## src/rtl/mul_issue_ctrl.sv

```systemverilog
// Issue/writeback sequencer for a pipelined multiplier: one operation in flight, result held
// for writeback with a sticky summary-overflow bit. Condition fields are laid out {lt, gt, eq, ov}.
module mul_issue_ctrl #(
   parameter int unsigned STAGES = 4,
   parameter int unsigned TAG_W  = 5
) (
   input  logic             clk,
   input  logic             rst_n,
   input  logic             flush,
   input  logic             in_valid,
   output logic             in_ready,
   input  logic [1:0]       in_op,
   input  logic             in_oe,
   input  logic [31:0]      in_a,
   input  logic [31:0]      in_b,
   input  logic [TAG_W-1:0] in_tag,
   output logic             out_valid,
   input  logic             out_ready,
   output logic [31:0]      out_res,
   output logic [3:0]       out_crf,
   output logic             out_ov,
   output logic [TAG_W-1:0] out_tag,
   output logic             so,
   input  logic             so_clr,
   output logic             busy,
   output logic             mul_en,
   output logic             mul_uns,
   output logic [31:0]      mul_a,
   output logic [31:0]      mul_b,
   input  logic [31:0]      mul_res_hi,
   input  logic [31:0]      mul_res_lo,
   input  logic [3:0]       mul_crf_hi,
   input  logic [3:0]       mul_crf_lo
);
   localparam int unsigned LAT   = STAGES - 1;
   localparam int unsigned CNT_W = (STAGES > 2) ? $clog2(STAGES) : 1;
   localparam logic [CNT_W-1:0] CNT_INIT = CNT_W'(LAT);

   typedef enum logic [1:0] {StIdle, StBusy, StDone} state_e;

   state_e             state_q, state_d;
   logic [CNT_W-1:0]   cnt_q;
   logic [31:0]        a_q, b_q, res_q;
   logic [1:0]         op_q;
   logic               oe_q, uns_q, ov_q, so_q, so_d;
   logic [TAG_W-1:0]   tag_q, otag_q;
   logic [3:0]         crf_q, sel_crf;
   logic [31:0]        sel_res;
   logic               accept, capture, hi_sel, cap_ov;

   assign accept  = in_valid & in_ready;
   assign capture = (state_q == StBusy) && (cnt_q == '0) && !flush;

   // Ops 01 and 10 return the high word; 00 and 11 the low word.
   assign hi_sel  = op_q[1] ^ op_q[0];
   assign sel_res = hi_sel ? mul_res_hi : mul_res_lo;
   assign sel_crf = hi_sel ? mul_crf_hi : mul_crf_lo;
   assign cap_ov  = ~hi_sel & oe_q & sel_crf[0];

   always_ff @(posedge clk or negedge rst_n) begin
      if (!rst_n) begin
         state_q <= StIdle;
      end else begin
         state_q <= state_d;
      end
   end

   always_comb begin
      state_d = state_q;
      if (flush) begin
         state_d = StIdle;
      end else begin
         unique case (state_q)
            StIdle:  if (accept) state_d = StBusy;
            StBusy:  if (cnt_q == '0) state_d = StDone;
            StDone:  if (out_ready) state_d = accept ? StBusy : StIdle;
            default: state_d = StIdle;
         endcase
      end
   end

   always_comb begin
      in_ready  = 1'b0;
      mul_en    = 1'b0;
      out_valid = 1'b0;
      busy      = 1'b1;
      unique case (state_q)
         StIdle: begin
            in_ready = ~flush;
            busy     = 1'b0;
         end
         StBusy: mul_en = 1'b1;
         StDone: begin
            in_ready  = out_ready & ~flush;
            out_valid = 1'b1;
         end
         default: ;
      endcase
   end

   always_comb begin
      so_d = so_q;
      if (capture) begin
         so_d = (so_q & ~so_clr) | cap_ov;
      end else if (so_clr) begin
         so_d = 1'b0;
      end
   end

   always_ff @(posedge clk or negedge rst_n) begin
      if (!rst_n) begin
         cnt_q  <= '0;
         a_q    <= '0;
         b_q    <= '0;
         op_q   <= '0;
         oe_q   <= 1'b0;
         uns_q  <= 1'b0;
         tag_q  <= '0;
         res_q  <= '0;
         crf_q  <= '0;
         ov_q   <= 1'b0;
         otag_q <= '0;
         so_q   <= 1'b0;
      end else begin
         if (accept) begin
            a_q   <= in_a;
            b_q   <= in_b;
            op_q  <= in_op;
            oe_q  <= in_oe;
            uns_q <= (in_op == 2'b10);
            tag_q <= in_tag;
            cnt_q <= CNT_INIT;
         end else if (state_q == StBusy && cnt_q != '0) begin
            cnt_q <= cnt_q - 1'b1;
         end
         if (capture) begin
            res_q  <= sel_res;
            crf_q  <= {sel_crf[3:1], so_d};
            ov_q   <= cap_ov;
            otag_q <= tag_q;
         end
         so_q <= so_d;
      end
   end

   assign out_res = res_q;
   assign out_crf = crf_q;
   assign out_ov  = ov_q;
   assign out_tag = otag_q;
   assign so      = so_q;
   assign mul_uns = uns_q;
   assign mul_a   = a_q;
   assign mul_b   = b_q;

endmodule

```

## config.mk

```make
export PLATFORM = sky130hd
export DESIGN_NAME = mul_issue_ctrl
export DESIGN_NICKNAME = d
export VERILOG_FILES = /design/src/rtl/mul_issue_ctrl.sv
export SDC_FILE = /design/constraint.sdc
export NUM_CORES = 1
export LEC_CHECK = 0
export ABC_AREA = 0
export CORE_ASPECT_RATIO = 1.2
export CORE_MARGIN = 2
export CORE_UTILIZATION = 39
export DETAILED_ROUTE_END_ITERATION = 6
export GPL_TIMING_DRIVEN = 0
export PLACE_DENSITY = 0.8
export SYNTH_ARGS = -nofsm -noshare
export SYNTH_HDL_FRONTEND = slang
export SYNTH_SLANG_ARGS = --single-unit
```

## constraint.sdc

```tcl
create_clock -name clk -period 1.7 [get_ports clk]
set_input_delay 0.17 -clock clk [delete_from_list [all_inputs] [get_ports clk]]
set_output_delay 0.17 -clock clk [all_outputs]
set_load 0.02 [all_outputs]
```

==> load_flow_metrics.sql <==
INSERT INTO impl_metrics (metric_group, metric, value, unit) VALUES
('power_and_ir_drop', 'leakagePower', '3.68', 'nW'),
('setup_path', 'critPathMaxFanout', '10', ''),
('floorplanning', 'die-area', '13500', 'um2'),
('cts', 'cts_made_buffers', '17', ''),
('sta', 'final.setup.tns', '-90.5', 'ps'),
('setup_path', 'reg2regPathDepth', '5', ''),
('sta', 'timing.final.ws_setup', '-12.2', 'ps'),
('layout', 'diodes', '0', ''),
('setup_path', 'crit_path_max_incr_delay', '440', 'ps'),
('sta', 'hold_violations', '0', ''),
('routing', 'route.detailed.wl_per_inst', '17.0', 'um'),
('setup_path', 'r2r_setup_slack', '-10', 'ps'),
('setup_path', 'worstReg2RegEnd', 'mul_a[20]', ''),
('sta', 'post-route-period-util', '101', '%'),
('yosys', 'muxShareOfSynthArea', '23.9', '%'),
('setup_path', 'critical-path-top-delay-family', 'buffers and inverters', ''),
('global_routing', 'first_global_vias', '4464', ''),
('outcome', 'failed_checks', 'setup timing', ''),
('setup_path', 'worst_path_max_delay_cell', 'sky130_fd_sc_hd__dfrtp_2', ''),
('cts', 'clock_latency', '400', 'ps'),
('power_and_ir_drop', 'power.density', '1600', 'nW/um2'),
('sta', 'worstMarginPinSlew', '582', 'ps'),
('cts', 'cts_tree', 'done', ''),
('placement', 'gp_routability_congestion', '0.761', ''),
('yosys', 'syn-num-nets', '514', ''),
('floorplanning', 'die_y', '127', 'um'),
('yosys', 'dominant_combinational_cell_family_by_area_after_synthesis', 'multiplexers', ''),
('global_routing', 'track_usage', '21.2', '%'),
('yosys', 'yosys_register_bits', '120', ''),
('yosys', 'ys_warn_count', '0', ''),
('worst_hold_path', 'worst_hold_path_type', 'input port to async pin', ''),
('cts', 'cts.sinks', '120', ''),
('yosys', 'post_synth_xor_xnor_area', '0.741', '%'),
('cts', 'cts_root_buffer', 'sky130_fd_sc_hd__clkbuf_16', ''),
('routing', 'drt-pass1-iter-count', '6', ''),
('placement', 'placement.io_buffers', '260', ''),
('global_routing', 'overflow', '0', ''),
('yosys', 'synthesis.area_per_instance', '13.5', 'um2'),
('global_routing', 'grt_start_max_net_pins', '63', ''),
('layout', 'finalNonFillerCells', '831', ''),
('yosys', 'synth_sequential_area_ratio', '61.3', '%'),
('setup_path', 'worstSetupStartpoint', 'state_q[0]', ''),
('sta', 'finalSetupViolCount', '14', ''),
('layout', 'layout-drive-gt1-share', '16.4', '%'),
('floorplanning', 'num_io_pins', '262', ''),
('outcome', 'outcome', 'finished, violations left', ''),
('sta', 'minimum_clock_period', '1710', 'ps'),
('setup_path', 'timing.critical_path.cells', 'a2111oi_4 > buf_4 > buf_4 > buf_6 > mux2_2', ''),
('floorplanning', 'placement_rows', '44', ''),
('sta', 'grt_setup_unrepaired', 'true', ''),
('yosys', 'synthesis.instances', '363', ''),
('layout', 'layout.cells.most_common_list', '255 x sky130_fd_sc_hd__clkdlybuf4s50_1, 118 x sky130_fd_sc_hd__dfrtp_1, 51 x sky130_fd_sc_hd__nand2_1', ''),
('floorplanning', 'initial_utilization', '40.2', '%'),
('sta', 'max_freq', '584', 'MHz'),
('sta', 'maxSlewViolCount', '0', ''),
('routing', 'drt_wl_total', '14100', 'um'),
('setup_path', 'timing.critical_path.from_type', 'flop', ''),
('setup_path', 'crit_arrival', '2000', 'ps'),
('placement', 'place.detailed.instances', '785', ''),
('placement', 'dp_worst_setup_slack', '-384', 'ps'),
('yosys', 'post_synth_fa_ha_maj_area_fraction', '0.256', '%'),
('routing', 'detailroute.via_count', '3962', ''),
('cts', 'cts_max_level', '4', ''),
('yosys', 'number_of_distinct_library_cells_after_synthesis', '30', ''),
('layout', 'area_growth_syn_to_layout', '74.1', '%'),
('routing', 'route.detailed.vias_per_inst', '4.77', ''),
('layout', 'final_net_count', '808', ''),
('setup_path', 'crit-reg2reg-launch', 'state_q[0]', ''),
('routing', 'postRouteAntennaNets', '0', ''),
('setup_path', 'cp.buffers_inverters', '3', ''),
('floorplanning', 'fp.dieW', '106', 'um');
kinds of logic after synthesis:
kind of cell | after synthesis
compound gates | 43
buf+inv | 25
flops | 120
mux | 108
simple gates | 64
fa+ha+maj | 1
xor+xnor | 2
metrics by stage:
step | util (%) | instance area (um2) | hold slack [ps] | total power [W]
after floorplan | - | 4900 | -126 | 0.00719
after global placement | 63.3 | 7700 | 446 | 0.00988
after detailed placement | 63.5 | 7730 | 190 | 0.0101
after CTS | 69.3 | 8430 | 346 | 0.0137
after global routing | 70.1 | 8520 | 341 | 0.0143
final | 70.1 | 8520 | 323 | 0.0136
sequential cells by signal, indices dropped and copies added (netlist names), 4 cells and up:
register  cells
out_crf       4
mul_a        32
out_res      32
tag_q         5
out_tag       5
mul_b        32
final cells by class:
cell class | instances | area (um2)
Buffer | 20 | 163
Clock buffer | 19 | 443
Clock inverter | 13 | 146
Fill cell | 871 | 3640
Inverter | 4 | 15.0
Multi-Input combinational cell | 218 | 1770
Sequential cell | 120 | 3010
Tap cell | 161 | 201
Timing Repair Buffer | 276 | 2780
routing by layer:
metal,track usage [%],up-vias,share of wire [%]
met4,7.82,0,2.2
met3,8.48,25,9.0
met2,40.0,177,55
li1,-,1851,-
met1,20.6,1909,34
met5,0,-,0
worst reg2reg max path, stage by stage, from the launching register on:
cell	delay [ps]
sky130_fd_sc_hd__dfrtp_2	440
sky130_fd_sc_hd__a2111oi_4	330
sky130_fd_sc_hd__buf_4	200
sky130_fd_sc_hd__buf_4	130
sky130_fd_sc_hd__buf_6	150
sky130_fd_sc_hd__mux2_2	350
worst min path at each step:
stage,startpoint,end,slack [ps],cells past startpoint
after floorplan,rst_n,cnt_q[0],-130,0
after global placement,tag_q[3],out_tag[3],450,2
after detailed placement,rst_n,out_res[21],190,1
after CTS,rst_n,out_res[21],350,2
after global routing,in_b[4],mul_b[4],340,2
final,rst_n,out_res[21],320,2
cells in the mapped netlist, drive strengths merged:
| cell type | number |
|---|---|
| or2 | 1 |
| dfrtp | 120 |
| o21bai | 1 |
| a31oi | 1 |
| a211o | 1 |
| nor4bb | 1 |
| ha | 1 |
| mux2 | 73 |
| nand2b | 2 |
| a2111oi | 1 |
| nand2 | 51 |
| o21ai | 37 |
| xnor2 | 2 |
| nand4bb | 1 |
| a211oi | 1 |
| or3b | 1 |
| nand3 | 1 |
| buf | 14 |
| mux2i | 35 |
| nor2b | 3 |
| inv | 4 |
| clkbuf | 7 |
| nor2 | 3 |
| a22oi | 1 |
where the power goes:
part           total [W]  switching (W)  internal (W)
registers        0.00443       0.000550       0.00388
logic            0.00570        0.00272       0.00298
clock network    0.00350        0.00129       0.00221
timing repair:
item,4_1_cts,5_1_grt
setup endpoints to repair,95,110
hold endpoints to repair,61,0
resized for setup,21,12
cloned,1,2
buffers inserted,6,5
hold buffers,1,0
pin swaps,0,2
No activity file was read; power rests on OpenSTA's default activity.
